<file path="config.mk">
export PLATFORM = sky130hd
export DESIGN_NAME = jtag_bsr_chain
export DESIGN_NICKNAME = d
export VERILOG_FILES = /design/src/rtl/jtag_bsr_chain.sv
export SDC_FILE = /design/constraint.sdc
export NUM_CORES = 1
export LEC_CHECK = 0
export BUFFER_PORTS_ARGS = -buffer_cell sky130_fd_sc_hd__buf_2
export CORE_MARGIN = 4
export CORE_UTILIZATION = 51
export CTS_BUF_LIST = sky130_fd_sc_hd__clkbuf_8
export DETAILED_ROUTE_END_ITERATION = 12
export GPL_TIMING_DRIVEN = 0
export PLACE_DENSITY = 0.86
export SETUP_SLACK_MARGIN = 0.3
export SYNTH_ARGS = -nofsm -noshare
export SYNTH_HDL_FRONTEND = slang
export SYNTH_SLANG_ARGS = --single-unit
</file>
<file path="constraint.sdc">
create_clock -name i_clk -period 1 [get_ports i_clk]
set_input_delay 0.05 -clock i_clk [delete_from_list [all_inputs] [get_ports i_clk]]
set_output_delay 0.05 -clock i_clk [all_outputs]
set_load 0.01 [all_outputs]
</file>
<file path="src/rtl/jtag_bsr_chain.sv">
// ---------------------------------------------------------------------------
// jtag_bsr_chain
//
// Parametrised boundary-scan data register with NUM_IN input cells
// (pin -> core) and NUM_OUT output cells (core -> pin). It sits between the
// chip pins and the core under test and is driven by TAP enable pulses in
// the single test-clock domain.
//
// Chain layout: bits [NUM_IN-1:0] are input cells and bits [LEN-1:NUM_IN]
// are output cells. tdi enters at the MSB, and the LSB leaves first on tdo.
//
// Optional feature macro: BSR_SHIFT_COUNT_EN
//   When defined, adds o_shift_cnt and o_chain_full. These report how many
//   bits have been shifted since the last capture, saturating at LEN.
//
// Ports:
//   i_clk         test clock; all state changes on the rising edge
//   i_rst         asynchronous reset, active-high
//   i_capture_dr  parallel-load the shift stage from {core_out, pin_in}
//   i_shift_dr    shift the chain one bit per cycle
//   i_update_dr   copy the shift stage into the update latches
//   i_intest      core_in comes from the update latches instead of the pins
//   i_extest      pin_out comes from the update latches instead of the core
//   i_tdi         serial scan in
//   o_tdo         serial scan out (registered, shift stage LSB)
//   i_pin_in      chip input pins
//   o_core_in     inputs presented to the core
//   i_core_out    core outputs
//   o_pin_out     chip output pins
//   o_shift_cnt   (BSR_SHIFT_COUNT_EN) bits shifted since capture, max LEN
//   o_chain_full  (BSR_SHIFT_COUNT_EN) o_shift_cnt == LEN
// ---------------------------------------------------------------------------
module jtag_bsr_chain #(
    parameter  int NUM_IN  = 4,
    parameter  int NUM_OUT = 4,
    localparam int LEN     = NUM_IN + NUM_OUT,
    localparam int CW      = $clog2(LEN + 1)
) (
    input  logic               i_clk,
    input  logic               i_rst,
    input  logic               i_capture_dr,
    input  logic               i_shift_dr,
    input  logic               i_update_dr,
    input  logic               i_intest,
    input  logic               i_extest,
    input  logic               i_tdi,
    output logic               o_tdo,
    input  logic [NUM_IN-1:0]  i_pin_in,
    output logic [NUM_IN-1:0]  o_core_in,
    input  logic [NUM_OUT-1:0] i_core_out,
    output logic [NUM_OUT-1:0] o_pin_out
`ifdef BSR_SHIFT_COUNT_EN
    ,
    output logic [CW-1:0]      o_shift_cnt,
    output logic               o_chain_full
`endif
);

    logic [LEN-1:0] r_sr;
    logic [LEN-1:0] r_ur;

    // Shift stage: capture has priority over shift. When neither is
    // asserted, the stage (and therefore tdo) holds.
    always_ff @(posedge i_clk or posedge i_rst) begin
        if (i_rst) begin
            r_sr <= '0;
        end else if (i_capture_dr) begin
            r_sr <= {i_core_out, i_pin_in};
        end else if (i_shift_dr) begin
            r_sr <= {i_tdi, r_sr[LEN-1:1]};
        end
    end

    // Update latches sample the pre-edge shift stage, so an update that
    // coincides with a shift latches the contents before that shift.
    always_ff @(posedge i_clk or posedge i_rst) begin
        if (i_rst) begin
            r_ur <= '0;
        end else if (i_update_dr) begin
            r_ur <= r_sr;
        end
    end

    // tdo comes straight from a flop, so it only moves on a clock edge or reset.
    assign o_tdo = r_sr[0];

    // Mode muxes are purely combinational. The functional path stays
    // zero-latency, and mode changes apply in the same cycle.
    assign o_core_in = i_intest ? r_ur[NUM_IN-1:0]   : i_pin_in;
    assign o_pin_out = i_extest ? r_ur[LEN-1:NUM_IN] : i_core_out;

`ifdef BSR_SHIFT_COUNT_EN
    logic [CW-1:0] r_shift_cnt;

    // Clearing on capture mirrors the shift-stage priority. The count
    // saturates at LEN rather than wrapping.
    always_ff @(posedge i_clk or posedge i_rst) begin
        if (i_rst) begin
            r_shift_cnt <= '0;
        end else if (i_capture_dr) begin
            r_shift_cnt <= '0;
        end else if (i_shift_dr && (r_shift_cnt != CW'(LEN))) begin
            r_shift_cnt <= r_shift_cnt + 1'b1;
        end
    end

    assign o_shift_cnt  = r_shift_cnt;
    assign o_chain_full = (r_shift_cnt == CW'(LEN));
`endif

endmodule
</file>
==> reports/metrics.yaml <==
finish:
  fin_cells: 104
  fin_nets: 106
  layout_common_cells: "mux2_4 (16), dfrtp_1 (16), buf_2 (14), buf_6 (13)"
  drive_gt1_frac: 0.5341
  area_growth_pct: 35.27
  final_area_sq_mm: 0.001080
  diodes: 0
  num-fill-cells: 83
clocking:
  ctsRootBufferMaster: "clkbuf_8"
  clock_latency_ns: 0.24
  clkSinkCount: 16
  clockBufferDepth: 2
  clk_pin_slew_ns: 0.06
  numCtsBuffers: 3
  htreeDepth: 1
  cts_tree: "yes"
timing:
  rsz0062_at_grt: "yes"
  min_period_ns: 1.077
  fin_hold_ws_ns: -0.1332
  skew_ns: 0.003522
  period_share: 1.077
  hold_violations: 16
  setup_viol: 8
  max_slew_margin: 0.6037
  tightestPinTransition_ns: 0.5939
  drv_slew: 0
  fmax_mhz: 928.5
  setup_slack_ns: -0.07702
yosys:
  syn_nets: 76
  avgSynthCellArea_sq_um: 13.30
  synth.distinct_cells: 8
  netlist_area_sq_um: 798.3
  synth_cells: 60
  ys_seq_area_frac: 0.5016
  yosysWarnings: 0
  ys_ff_latch: 16
floorplanning:
  initial_core_util: 0.5361
  die_area_sq_mm: 0.002262
  rows: 14
  die_w_microns: 47.56
  die_y_microns: 47.56
  ios: 25
  core_area_sq_mm: 0.001489
critical_path:
  crit_type: "reg2out"
  worst_setup_path_start_kind: "register"
  cp.arrival_ns: 1.03
  cp.required_ns: 0.95
  cp_max_fo: 2
  worstSetupEndpointType: "output pin"
  r2r_slack_ns: 0.11
  rr_worst_depth: 2
placement:
  gp_congestion: 0.6725
  dpl-instance-area_sq_um: 928.4
  place.port_buffers: 22
  place_inst: 98
outcome:
  outcome: "finished with violations"
  violations: "hold timing, setup timing"
power:
  powerDensity_mw_per_mm2: 1588
  ir_worst_vdd_uv: 1306
  power_frac_comb: 0.268
  power.leakage_nw: 0.5670
  clkPwrFrac: 0.271
  p_sw_frac: 0.2487
  p_sw_uw: 426.4
  pwr-share-seq: 0.461
  internal_power_mw: 1.288
job:
  max-cap-violations: 0
route:
  vias_per_cell: 5.404
  wl_mm: 1.849
  remaining_drc_errors: 0
  detail-route-antenna-nets: 0
  routedWlPerCell_microns: 17.78
  vias: 562
  drt_pass1_iterations: 4
  first_iter_violations: 3
global_routing:
  grt_pass1_vias: 638
  grt_overflow_total: 0
  antenna_found_initial: 0
  grtUsageTotal: 0.1943
  grt_start_max_net_pins: 17
  grt_pass1_wl_mm: 2.987
hold_path:
  min_path_type: "in2async"
## registers in the layout, indices dropped and copies added, names as in the netlist
signal and flops:
r_ur 8, r_sr 8
## synthesized netlist by cell type, drive strengths merged
library cell / number / share of area
buf: 3 / 0.042
dfrtp: 16 / 0.50
inv: 1 / 0.0047
mux2: 16 / 0.26
mux2i: 8 / 0.10
nand2: 8 / 0.038
o21ai: 8 / 0.050
## cell families (layout without fill, tap and decap cells)
logic type,Yosys count,in the layout,share of synthesized area
and+or+nand+nor,8,8,0.03762
DFF,16,16,0.5016
muxes,24,24,0.3637
AOI/OAI and AO/OA,8,8,0.05016
buffers and inverters,4,32,0.04701
## critical path: stages, from the launching register on
cell     delay (ns)
dfrtp_1        0.40
mux2_4         0.27
buf_6          0.12
## metrics by stage
step | setup slack, ns | TNS [ns] | total power [mW] | util
floorplan | 0.2189 | 0 | 1.008 | -
global placement | 0.1906 | 0 | 1.113 | 0.6235
detailed placement | 0.1818 | 0 | 1.130 | 0.6235
CTS | -0.07232 | -0.5041 | 1.683 | 0.7126
global route | -0.09880 | -0.7218 | 1.784 | 0.7252
finish | -0.07702 | -0.5287 | 1.715 | 0.7252
## worst paths after layout
| path | end | startpoint |
|---|---|---|
| max | o_pin_out[2] | r_ur[6] |
| min reg2reg | r_ur[1] | r_ur[1] |
| min | r_sr[7] | i_rst |
| max in group asynchronous | r_sr[1] | i_rst |
| max reg2reg | r_ur[6] | r_ur[6] |
| min in group i_clk | r_sr[3] | i_pin_in[3] |
## metal layers
layer	up-vias	global-route usage	routed length, microns
li1	266	-	-
met1	274	0.2423	749
met2	20	0.3262	1021
met3	2	0.04135	64
met4	0	0.08065	13
met5	-	0	0
## power by group through the flow
stage                     clock [mW]  sequential, mW  combinational, mW
after floorplan                    0           0.777              0.231
after global placement             0           0.788              0.325
after detailed placement           0           0.795              0.334
after CTS                      0.460           0.788              0.436
after global routing           0.487           0.799              0.498
final                          0.465           0.790              0.460
## final cells by class
type	instances	area [sq um]	share of cell area
clock buffer	3	41.29	0.03824
timing repair buffer	25	190.2	0.1761
sequential	16	400.4	0.3708
tap	16	20.02	0.01854
multi-input combinational	40	390.4	0.3615
buffer	3	33.78	0.03129
inverter	1	3.754	0.003476
## repair_timing
| action | in CTS | in global routing |
|---|---|---|
| endpoints found under the hold margin | 16 | 16 |
| endpoints found under the setup margin | 25 | 25 |
| pin swaps | 0 | 1 |
| buffers inserted | 1 | 2 |
| gates resized for setup | 17 | 1 |
Note: power is estimated with default switching activity, not from simulation.
